==> config.mk <==
export PLATFORM = sky130hd
export DESIGN_NAME = uart_rx
export DESIGN_NICKNAME = d
export VERILOG_FILES = /design/src/rtl/uart_pkg.sv /design/src/rtl/uart_baud_tick.sv /design/src/rtl/uart_rx.sv
export SDC_FILE = /design/constraint.sdc
export NUM_CORES = 1
export LEC_CHECK = 0
export ABC_AREA = 1
export CAP_MARGIN = 20
export CORE_ASPECT_RATIO = 1.4
export CORE_UTILIZATION = 35
export DETAILED_ROUTE_END_ITERATION = 7
export GPL_TIMING_DRIVEN = 1
export HOLD_SLACK_MARGIN = 0.03
export PLACE_DENSITY = 0.6
export SLEW_MARGIN = 10
export SYNTH_ARGS = -nofsm -noshare
export SYNTH_HDL_FRONTEND = slang
export SYNTH_HIERARCHICAL = 1
export SYNTH_SLANG_ARGS = --single-unit
==> constraint.sdc <==
create_clock -name clk -period 1.7 [get_ports clk]
set_input_delay 0.17 -clock clk [delete_from_list [all_inputs] [get_ports clk]]
set_output_delay 0.17 -clock clk [all_outputs]
set_load 0.01 [all_outputs]
==> src/rtl/uart_pkg.sv <==
// uart_pkg: shared definitions for the UART receiver.
//   - uart_state_e    : receiver FSM states
//   - OVERSAMPLE      : ticks per bit period
//   - baud_div()      : clk cycles per oversample tick
//   - maj3()          : 2-of-3 majority vote for the mid-bit samples
//   - parity_mismatch : parity check of a data byte against its parity bit
package uart_pkg;

  localparam int OVERSAMPLE = 16;

  typedef enum logic [2:0] {
    ST_IDLE   = 3'd0,
    ST_START  = 3'd1,
    ST_DATA   = 3'd2,
    ST_PARITY = 3'd3,
    ST_STOP   = 3'd4
  } uart_state_e;

  // Integer (truncating) divisor; a result below 1 is a configuration error.
  function automatic int baud_div(input int clock_rate, input int baudrate);
    return clock_rate / (baudrate * OVERSAMPLE);
  endfunction

  function automatic logic maj3(input logic a, input logic b, input logic c);
    return (a & b) | (a & c) | (b & c);
  endfunction

  // Returns 1 when the received parity does not match the configured sense.
  function automatic logic parity_mismatch(input logic [7:0] data,
                                           input logic       pbit,
                                           input logic       odd);
    return ((^data) ^ pbit) != odd;
  endfunction

endpackage

==> src/rtl/uart_baud_tick.sv <==
// uart_baud_tick: oversample tick generator.
// Emits a registered one-clk pulse on tick every DIV clks. A high clear
// restarts the period so the next tick lands DIV clks later.
// Ports:
//   clk   - clock
//   rst_n - asynchronous active-low reset
//   clear - synchronous restart of the divider
//   tick  - one-clk oversample pulse
module uart_baud_tick
  import uart_pkg::*;
#(
  parameter int DIV = 27
) (
  input  logic clk,
  input  logic rst_n,
  input  logic clear,
  output logic tick
);

  // A divisor below 1 is illegal; clamp so the hardware still elaborates
  // and ticks every clk rather than never.
  localparam int DIV_EFF = (DIV < 1) ? 1 : DIV;
  localparam int CNT_W   = (DIV_EFF > 1) ? $clog2(DIV_EFF) : 1;
  localparam logic [CNT_W-1:0] LAST = CNT_W'(DIV_EFF - 1);

  logic [CNT_W-1:0] cnt_q, cnt_d;
  logic             tick_q, tick_d;

  // Next-state of the divider counter and tick pulse.
  always_comb begin
    cnt_d  = cnt_q;
    tick_d = 1'b0;
    if (clear) begin
      cnt_d = '0;
    end else if (cnt_q == LAST) begin
      cnt_d  = '0;
      tick_d = 1'b1;
    end else begin
      cnt_d = cnt_q + CNT_W'(1);
    end
  end

  // Divider state registers.
  always_ff @(posedge clk or negedge rst_n) begin
    if (!rst_n) begin
      cnt_q  <= '0;
      tick_q <= 1'b0;
    end else begin
      cnt_q  <= cnt_d;
      tick_q <= tick_d;
    end
  end

  assign tick = tick_q;

endmodule

==> src/rtl/uart_rx.sv <==
// uart_rx: 8-bit UART receiver, 16x oversampled, optional parity.
// Ports:
//   clk, rst_n          - clock, asynchronous active-low reset
//   rx                  - asynchronous serial line (idle high)
//   rx_data[7:0]        - received byte, LSB first on the line
//   rx_valid / rx_ready - output handshake; byte held until accepted
//   frame_err           - stop bit sampled as 0 (qualified by rx_valid)
//   parity_err          - parity mismatch (qualified by rx_valid)
//   overrun             - held byte overwritten before acceptance
//   busy                - receiver is inside a frame
module uart_rx
  import uart_pkg::*;
#(
  parameter int clock_rate = 50000000,
  parameter int baudrate   = 115200,
  parameter int PARITY_EN  = 0,
  parameter int PARITY_ODD = 0
) (
  input  logic       clk,
  input  logic       rst_n,
  input  logic       rx,
  output logic [7:0] rx_data,
  output logic       rx_valid,
  input  logic       rx_ready,
  output logic       frame_err,
  output logic       parity_err,
  output logic       overrun,
  output logic       busy
);

  localparam int   DIV     = baud_div(clock_rate, baudrate);
  localparam logic ODD_BIT = (PARITY_ODD != 0);

  // Line synchronizer and edge detector.
  logic        sync1_q, rx_s_q, rx_prev_q;
  // Frame engine.
  uart_state_e state_q, state_d;
  logic [3:0]  samp_cnt_q, samp_cnt_d;
  logic [2:0]  bit_cnt_q, bit_cnt_d;
  logic [1:0]  smp_q, smp_d;
  logic [7:0]  shift_q, shift_d;
  logic        par_err_q, par_err_d;
  // Output registers.
  logic [7:0]  rx_data_q, rx_data_d;
  logic        rx_valid_q, rx_valid_d;
  logic        frame_err_q, frame_err_d;
  logic        parity_err_q, parity_err_d;
  logic        overrun_q, overrun_d;
  logic        busy_q, busy_d;

  logic        tick_s;
  logic        start_edge_s;
  logic        clear_s;
  logic        decide_s;
  logic        boundary_s;
  logic        maj_s;
  logic        complete_s;

  assign start_edge_s = rx_prev_q & ~rx_s_q;
  // Only a 1->0 edge seen while idle starts a frame and realigns the timing.
  assign clear_s      = (state_q == ST_IDLE) && start_edge_s;
  assign decide_s     = tick_s && (samp_cnt_q == 4'd9);
  assign boundary_s   = tick_s && (samp_cnt_q == 4'd15);
  // Samples from counts 7 and 8 plus the live sample at count 9.
  assign maj_s        = maj3(smp_q[0], smp_q[1], rx_s_q);

  uart_baud_tick #(
    .DIV (DIV)
  ) u_tick (
    .clk   (clk),
    .rst_n (rst_n),
    .clear (clear_s),
    .tick  (tick_s)
  );

  // Two-flop synchronizer plus previous-value flop for edge detection.
  always_ff @(posedge clk or negedge rst_n) begin
    if (!rst_n) begin
      sync1_q   <= 1'b1;
      rx_s_q    <= 1'b1;
      rx_prev_q <= 1'b1;
    end else begin
      sync1_q   <= rx;
      rx_s_q    <= sync1_q;
      rx_prev_q <= rx_s_q;
    end
  end

  // Sample counter and mid-bit sample capture.
  always_comb begin
    samp_cnt_d = samp_cnt_q;
    smp_d      = smp_q;
    if (clear_s) begin
      samp_cnt_d = 4'd0;
    end else if (tick_s && (state_q != ST_IDLE)) begin
      samp_cnt_d = samp_cnt_q + 4'd1;
      if (samp_cnt_q == 4'd7) begin
        smp_d[0] = rx_s_q;
      end else if (samp_cnt_q == 4'd8) begin
        smp_d[1] = rx_s_q;
      end else begin
        smp_d = smp_q;
      end
    end else begin
      samp_cnt_d = samp_cnt_q;
    end
  end

  // Frame FSM next-state: bit decisions at count 9, state steps at count 15.
  always_comb begin
    state_d    = state_q;
    bit_cnt_d  = bit_cnt_q;
    shift_d    = shift_q;
    par_err_d  = par_err_q;
    complete_s = 1'b0;
    case (state_q)
      ST_IDLE: begin
        if (start_edge_s) begin
          state_d   = ST_START;
          bit_cnt_d = 3'd0;
          par_err_d = 1'b0;
        end else begin
          state_d = ST_IDLE;
        end
      end
      ST_START: begin
        if (decide_s && maj_s) begin
          // Start bit did not hold low: treat as a glitch.
          state_d = ST_IDLE;
        end else if (boundary_s) begin
          state_d = ST_DATA;
        end else begin
          state_d = ST_START;
        end
      end
      ST_DATA: begin
        if (decide_s) begin
          shift_d = {maj_s, shift_q[7:1]};
        end else if (boundary_s) begin
          if (bit_cnt_q == 3'd7) begin
            state_d = (PARITY_EN != 0) ? ST_PARITY : ST_STOP;
          end else begin
            bit_cnt_d = bit_cnt_q + 3'd1;
          end
        end else begin
          state_d = ST_DATA;
        end
      end
      ST_PARITY: begin
        if (decide_s) begin
          par_err_d = parity_mismatch(shift_q, maj_s, ODD_BIT);
        end else if (boundary_s) begin
          state_d = ST_STOP;
        end else begin
          state_d = ST_PARITY;
        end
      end
      ST_STOP: begin
        if (decide_s) begin
          // Leave mid-stop so the next start edge is not missed.
          complete_s = 1'b1;
          state_d    = ST_IDLE;
        end else begin
          state_d = ST_STOP;
        end
      end
      default: begin
        state_d = ST_IDLE;
      end
    endcase
  end

  // Output holding register and handshake.
  always_comb begin
    rx_data_d    = rx_data_q;
    rx_valid_d   = rx_valid_q;
    frame_err_d  = frame_err_q;
    parity_err_d = parity_err_q;
    overrun_d    = overrun_q;
    busy_d       = (state_d != ST_IDLE);
    if (complete_s) begin
      rx_data_d    = shift_q;
      rx_valid_d   = 1'b1;
      frame_err_d  = ~maj_s;
      parity_err_d = (PARITY_EN != 0) ? par_err_q : 1'b0;
      // Overrun only if the held byte is not being accepted this cycle.
      overrun_d    = rx_valid_q & ~rx_ready;
    end else if (rx_valid_q && rx_ready) begin
      rx_valid_d   = 1'b0;
      frame_err_d  = 1'b0;
      parity_err_d = 1'b0;
      overrun_d    = 1'b0;
    end else begin
      rx_valid_d = rx_valid_q;
    end
  end

  // Frame engine and output registers.
  always_ff @(posedge clk or negedge rst_n) begin
    if (!rst_n) begin
      state_q      <= ST_IDLE;
      samp_cnt_q   <= 4'd0;
      bit_cnt_q    <= 3'd0;
      smp_q        <= 2'b00;
      shift_q      <= 8'h00;
      par_err_q    <= 1'b0;
      rx_data_q    <= 8'h00;
      rx_valid_q   <= 1'b0;
      frame_err_q  <= 1'b0;
      parity_err_q <= 1'b0;
      overrun_q    <= 1'b0;
      busy_q       <= 1'b0;
    end else begin
      state_q      <= state_d;
      samp_cnt_q   <= samp_cnt_d;
      bit_cnt_q    <= bit_cnt_d;
      smp_q        <= smp_d;
      shift_q      <= shift_d;
      par_err_q    <= par_err_d;
      rx_data_q    <= rx_data_d;
      rx_valid_q   <= rx_valid_d;
      frame_err_q  <= frame_err_d;
      parity_err_q <= parity_err_d;
      overrun_q    <= overrun_d;
      busy_q       <= busy_d;
    end
  end

  assign rx_data    = rx_data_q;
  assign rx_valid   = rx_valid_q;
  assign frame_err  = frame_err_q;
  assign parity_err = parity_err_q;
  assign overrun    = overrun_q;
  assign busy       = busy_q;

endmodule

-- Yosys cells after proc, flatten, opt, wreduce, memory -nomap -nowiden
Cells that the tools add are included.
- muxes and demuxes: 28
- reductions and logical operators: 16
- add/subtract/negate cells: 3
- bitwise gates (word level): 12
- eq/ne operators: 14
- operators by type and width (cell ; count):
    3-bit 2-to-1 mux ; 10
    3-bit one-hot mux with 5 select lines ; 1
    4-bit == test, second input constant ; 3
    1-bit 2-to-1 mux ; 10
    5-bit 2-to-1 mux ; 2
    4-bit 2-to-1 mux ; 2
    2-bit != test, second input constant ; 4
    3-bit by 2-bit == test with 1-bit output, second input constant ; 2
    3-bit == test, second input constant ; 2
    1-bit logical AND ; 6
    3-bit one-hot mux with 2 select lines ; 1
    2-bit nonzero test ; 3
    3-bit nonzero test ; 2
    5-bit by 1-bit adder with 5-bit output, second input constant ; 1
    1-bit bitwise AND ; 5
    5-bit == test, second input constant ; 1
    1-bit inverter ; 5
    5-bit AND reduction ; 1
    4-bit by 1-bit adder with 4-bit output, second input constant ; 1
    4-bit by 3-bit == test with 1-bit output, second input constant ; 1
    2-bit 2-to-1 mux ; 2
    4-bit AND reduction ; 1
    3-bit by 1-bit adder with 3-bit output, second input constant ; 1
    3-bit by 1-bit == test with 1-bit output, second input constant ; 1
    other kinds (4) ; 5
- register bits after elaboration: 42
- logic and storage cells: 90
- input bits: 4

-- Depth between registers and ports, before layout
Gate-level depths: netlist (run 1).
- word-level depth: 7
- depth in mapped cells: 8
- mapped depth without buffers: 8

-- Cells and area by module
The synthesis (run 1) kept the hierarchy.
- modules (own cells, without submodules) (module ; sequential area each (um2) ; area each (um2) ; cells each ; times used):
    uart_rx ; 879.6 ; 1697.9 ; 191 ; 1
    uart_baud_tick ; 150.1 ; 284.0 ; 32 ; 1

-- Worst setup path before layout (run 1)
No wires, ideal clock.
- kind: flip-flop to flip-flop
- start: register bit_cnt_q[0]
- end: register bit_cnt_q[1]
- buffers on the path: 0
- slack: 214 ps
- period minus slack after synthesis: 1486 ps
- stages on the path, launching flop included: 7
- arrival time: 1369 ps
- setup time: 117 ps
- cell sequence: dfrtp_1 -> ha_1 -> ha_1 -> a211oi_1 -> nand2_2 -> nand2_1 -> nand2_1
- word-level cells in the longest chain between the ends: 5
- elaborated cells on any way between the ends: 8
- RTL lines (element ; line ; RTL):
    from (decl) ; uart_rx.sv:39 ; logic [2:0] bit_cnt_q, bit_cnt_d;
    from (signal assigned) ; uart_rx.sv:216 ; bit_cnt_q <= bit_cnt_d;
    3-bit by 1-bit adder with 3-bit output ; uart_rx.sv:143 ; bit_cnt_d = bit_cnt_q + 3'd1;
    3-bit 2-to-1 mux ; uart_rx.sv:140 ; if (bit_cnt_q == 3'd7) begin
    3-bit 2-to-1 mux ; uart_rx.sv:139 ; end else if (boundary_s) begin
    3-bit 2-to-1 mux ; uart_rx.sv:137 ; if (decide_s) begin
    3-bit one-hot mux with 2 select lines ; uart_rx.sv:116 ; case (state_q)
Several ways; a longest one is shown, not always the timed one. The select of a mux whose other input is x is not followed.
A chain may end at the register's enable or synchronous reset.

-- Worst setup path in the final report (run 1)
- start: register bit_cnt_q[0]
- end: register bit_cnt_q[2]
Same word-level chain as after synthesis.

==> flow_summary.ini, run 1 <==
[route]
wl_met1_mm = 1.41
top_layer = met4
routed_wl_mm = 3.33
final_antenna_net_count = 0
wl_met3_microns = 60
drc = 0
wl_per_cell_microns = 10.6
vias = 1439
vias_per_cell = 4.58
drtIter0Drc = 62
firstDrtPassIters = 6
met2_length_mm = 1.82

[floorplanning]
start_util = 0.361
dieArea_sq_um = 5970
dieWidth_microns = 65.6
core_sq_um = 5490
ios = 17
die_y_microns = 91.0
num_rows = 32

[logic_synthesis]
async_flop_share = 1.00
yosys-top-cells-area = dfrtp_1, nand2_1, o21ai_2
syn_area_per_cell_sq_um = 8.89
synth_top_area_frac = 0.480
syn_area_sq_um = 1980
yosysTopAreaCell = dfrtp_1
syn_nets = 234
synth_seq_area_share = 0.520
synth_common_cells = nand2_1, dfrtp_1, inv_1
yosys_warnings = 6
synth_most_common_cell = nand2_1
ys_types = 25
synth_seq_cells = 41
netlist_instances = 223
synth_edf_count = 0
ys.flop_type = dfrtp_1

[cts]
clk_latency_ns = 0.29
cts_max_level = 2
clk_pin_slew_ns = 0.08
cts-root-buf = clkbuf_8
cts_tree = built
ctsResizeCount = 0
clkSinkCount = 41
postCtsSetupBuffers = 0
clk_path_buf_depth = 2
cts_buffers = 5

[pwr]
power.switching_mw = 0.604
power.leakage_nw = 1.15
seqPwrFrac = 0.551
ir_worst_vdd_mv = 0.672
p_clk_frac = 0.291
comb_power_share = 0.159
intPower_mw = 1.50
p_sw_frac = 0.287
p_total_mw = 2.10
p_per_area_nw_per_um2 = 917

[sta]
max_slew.worst_pin.slew_ns = 0.513
min_period_over_period = 0.867
max_freq_ghz = 0.678
worst_slew_margin_rel = 0.658
hold_viol = 0
tns_ns = 0
report.final.slew_viol_count = 0
setup_viol = 0
skew_ns = 0.00769
fin_crit_ns = 1.47
rsz0062_at_grt = no

[setup_path]
critPathLaunch = bit_cnt_q[0]$_DFFE_PN0P_
crit_chain = ha_1 > ha_1 > a211oi_1 > buf_4 > nand2_2 > nand2_1 > nand2_1
path_delay_family = flip-flops
regToRegSetupSlack_ns = 0.23
cp.required_ns = 1.88
path_class = flip-flop to flip-flop
critPathBufInv = 1
worst_setup_path_start_kind = flip-flop
r2r_start = bit_cnt_q[0]$_DFFE_PN0P_
slowest_stage = dfrtp_1
cp-end-kind = flip-flop
cp_data_arrival_time_ns = 1.66
worstPathMaxFanout = 4
max_stage_delay_ns = 0.40

[grt]
grt_max_degree = 42
grt_pass1_vias = 1358
antenna_found_initial = 0
grtUsageTotal = 0.130
grt_overflow = 0
grt_pass1_wl_mm = 5.98

[placed_design]
place_inst = 305
globalplace.congestion = 0.772
dp_hpwl_mm = 2.45
portBuffers = 15

[run_status]
status = complete, no violations

[layout]
stdcell_count = 314
diodes = 0
syn_to_final_growth_pct = 15.5
nets = 256
drive_gt1_frac = 0.195

[hold_path]
hp-start = rx
min_path_type = input pin to flip-flop

[flow_run]
cap_violations = 0
[worst paths after layout]
path,endpoint,cells after the start
max,bit_cnt_q[2]$_DFFE_PN0P_,7
min,sync1_q$_DFF_PN1_,1
max reg2reg,bit_cnt_q[2]$_DFFE_PN0P_,7
min reg2reg,rx_s_q$_DFF_PN1_,0
max in group asynchronous,sync1_q$_DFF_PN1_,3
min in group asynchronous,overrun$_DFFE_PN0P_,3
[final cells by class]
type                            count  area [sq um]
Multi-Input combinational cell    141           779
Timing Repair Buffer               18           170
Inverter                           38           143
Tap cell                           68          85.1
Fill cell                         561          3200
Clock inverter                      2          10.0
Clock buffer                        6          72.6
Sequential cell                    41          1030
[through the flow]
stage                     setup WS, ns  instance area (sq um)   util  hold slack, ns
final                            0.225                   2290  0.417           0.289
after floorplan                  0.214                   1980      -          -0.126
after detailed placement         0.222                   2200  0.401           0.273
after CTS                        0.215                   2290  0.417           0.281
after global placement           0.238                   2200  0.401           0.271
after global routing            0.0408                   2290  0.417           0.282
[worst register-to-register path: stages (launching register included)]
cell and delay, ns:
dfrtp_1 0.40, ha_1 0.20, ha_1 0.19, a211oi_1 0.23, buf_4 0.17, nand2_2 0.06
nand2_1 0.06, nand2_1 0.05
[power groups by stage]
stage / registers (mW) / clock network [mW] / logic (mW)
finish: 1.16 / 0.610 / 0.333
global route: 1.17 / 0.684 / 0.391
CTS: 1.16 / 0.639 / 0.343
detailed placement: 1.18 / 0 / 0.338
global placement: 1.17 / 0 / 0.333
floorplan: 1.16 / 0 / 0.251
[kinds of logic after synthesis]
family	after synthesis	share of synthesized area
AOI/OAI and AO/OA	29	0.103
xor gates and xnor gates	1	0.00442
adders and majority gates	7	0.0442
buffers and inverters	41	0.0871
DFF	41	0.520
other	1	0.00189
and+or+nand+nor	103	0.240
[cell usage in the layout, fill, tap and decap left out, types with 3 or more instances in the layout]
cell type and instances:
nand2_2 6, inv_1 33, dfstp_2 3, inv_2 5, dfrtp_1 38, clkdlybuf4s50_1 14, nand3_1 14, o21ai_2 15
nor2_1 17, nand2_1 52, ha_1 7, o21ai_0 10, clkbuf_8 5, nor2_2 4
[state kept, by name, indices dropped and copies added, names as in the netlist, 2 cells and up]
signal and cells:
bit_cnt_q 3, rx_data 8, samp_cnt_q 4, shift_q 8, smp_q 2, state_q 3, u_tick/cnt_q 5
[layer usage]
| layer | global-route usage | vias to the layer above |
|---|---|---|
| li1 | - | 730 |
| met1 | 0.147 | 691 |
| met2 | 0.229 | 15 |
| met3 | 0.0302 | 3 |
| met4 | 0.0543 | 0 |
| met5 | 0 | - |
[repair_timing]
item                       4_1_cts  5_1_grt
setup endpoints to repair        0        0
hold endpoints to repair        38        0
hold buffers                     1        0
(Power assumes the default switching activity.)
==> inputs of run 2 (changes only) <==
MAX_ROUTING_LAYER = met4   (was unset)
SETUP_SLACK_MARGIN = 0.4   (was unset)
==> run 2 against run 1 <==
  * Critical path depth is the same
  * Fmax grew 1.4%
  * Utilization is 6.1 points higher
  * Sequential share of layout area fell by 5.6 points
  * Register-to-register slack improved by 0.02 ns
  * Final cell count is 3.8% higher
  * Global-route usage is 1.4 points higher
  * Clock skew grew 0.0012 ns
==> flow_summary.ini, run 2 (same netlist as run 1, synthesis figures left out) <==
[placed_design]
globalplace.congestion = 0.797
dpl_cell_area_sq_um = 2220
portBuffers = 15
dp_hpwl_mm = 2.36
place_ws_ns = 0.283
place_inst = 304

[layout]
syn_to_final_growth_pct = 32.4
nets = 268
final_common_cell = nand2_1
diodes = 0
final_cell_mix = nand2_1, dfrtp_1, inv_1
final_core_util = 0.479
final_area_sq_um = 2630
stdcell_count = 326
drive_gt1_frac = 0.333

[sta]
rsz0062_at_grt = yes
min_period_over_period = 0.856
fin_crit_ns = 1.45
setup_viol = 0
max_slew.worst_pin.slew_ns = 0.512
report.final.slew_viol_count = 0
hold_viol = 0
max_freq_ghz = 0.687
fin_ws_ns = 0.245
skew_ns = 0.00888
worst_slew_margin_rel = 0.659
tns_ns = 0

[setup_path]
regToRegSetupSlack_ns = 0.25
cp.required_ns = 1.87
path_class = flip-flop to flip-flop
worst_setup_path_start_kind = flip-flop
r2r_start = bit_cnt_q[0]$_DFFE_PN0P_
cp_data_arrival_time_ns = 1.63
reg2reg_to = busy$_DFF_PN0_
worstPathMaxFanout = 2
reg2reg_depth = 7
cp-end-kind = flip-flop

[cts]
cts_tree = built
cts_buffers = 5
cts-root-buf = clkbuf_8
cts_max_level = 2
clkSinkCount = 41
clk_pin_slew_ns = 0.08
clk_latency_ns = 0.30
clk_path_buf_depth = 2

[pwr]
ir_worst_vdd_mv = 0.695
power.leakage_nw = 1.27
p_per_area_nw_per_um2 = 887
p_clk_frac = 0.343
seqPwrFrac = 0.502
p_sw_frac = 0.266
power.switching_mw = 0.620
comb_power_share = 0.155
intPower_mw = 1.71

[route]
final_antenna_net_count = 0
firstDrtPassIters = 4
drc = 0
vias = 1517
vias_per_cell = 4.65
wl_per_cell_microns = 11.6
routed_wl_mm = 3.79
drtIter0Drc = 82

[hold_path]
hp-start = rx
hold-path-cell-count = 1
min_to = sync1_q$_DFF_PN1_
min_path_type = input pin to flip-flop

[floorplanning]
start_util = 0.361
num_rows = 32
dieWidth_microns = 65.6
dieArea_sq_um = 5970
die_y_microns = 91.0
ios = 17
core_sq_um = 5490

[run_status]
status = complete, no violations

[grt]
grt_overflow = 0
grtUsageTotal = 0.144
grt_pass1_wl_mm = 6.38
grt_pass1_vias = 1452
antenna_found_initial = 0
grt_max_degree = 42

[flow_run]
cap_violations = 0
run 2: critical path, stage by stage, from the launching register on:
cell,delay (ns)
dfrtp_1,0.40
ha_2,0.21
ha_4,0.17
or2_4,0.25
nand3_2,0.07
nand2_1,0.05
nand2_1,0.10
nand3_1,0.08
run 2: final cells by class:
cell class / instances / area, sq um
repair buffers: 27 / 268
multi-input cells: 144 / 973
clock buffers: 7 / 86.3
fillers: 513 / 2860
flip-flops and latches: 41 / 1030
inverters: 38 / 148
clock inverters: 1 / 30.0
well taps: 68 / 85.1
run 2: routing by layer:
layer	share of wire	track usage	up-vias	wire (microns)
met4	0.021	0.0761	0	80
met5	0	-	-	0
li1	-	-	764	-
met1	0.41	0.165	730	1560
met3	0.017	0.0314	7	66
met2	0.55	0.232	16	2080
run 2: through the flow:
step           total power [mW]  hold slack [ns]
2_1_floorplan              1.42           -0.126
3_3_place_gp               1.51            0.266
3_5_place_dp               1.51            0.268
4_1_cts                    2.34            0.272
5_1_grt                    2.48            0.283
6_report                   2.33            0.281
run 2: power groups by stage:
stage / registers [mW] / logic, mW / clock network [mW]
4_1_cts: 1.16 / 0.354 / 0.822
2_1_floorplan: 1.16 / 0.258 / 0
6_report: 1.17 / 0.360 / 0.799
5_1_grt: 1.19 / 0.432 / 0.868
3_5_place_dp: 1.18 / 0.335 / 0
3_3_place_gp: 1.17 / 0.335 / 0
run 2: how the worst max path moves through the flow:
stage | cells past startpoint | slack [ns] | end | startpoint
after floorplan | 7 | 0.40 | busy$_DFF_PN0_ | bit_cnt_q[0]$_DFFE_PN0P_
after global placement | 7 | 0.30 | busy$_DFF_PN0_ | bit_cnt_q[0]$_DFFE_PN0P_
after detailed placement | 8 | 0.28 | overrun$_DFFE_PN0P_ | samp_cnt_q[1]$_DFFE_PN0P_
after CTS | 7 | 0.29 | busy$_DFF_PN0_ | bit_cnt_q[0]$_DFFE_PN0P_
after global routing | 7 | 0.20 | busy$_DFF_PN0_ | bit_cnt_q[0]$_DFFE_PN0P_
final | 7 | 0.25 | busy$_DFF_PN0_ | bit_cnt_q[0]$_DFFE_PN0P_
run 2: what timing repair did:
item                       in CTS  in global routing
pin swaps                       6                  8
buffers inserted                7                  3
hold buffers                    1                  0
gates cloned                    1                  2
hold endpoints to repair       38                  0
setup endpoints to repair      41                 34
gates resized for setup        21                 30
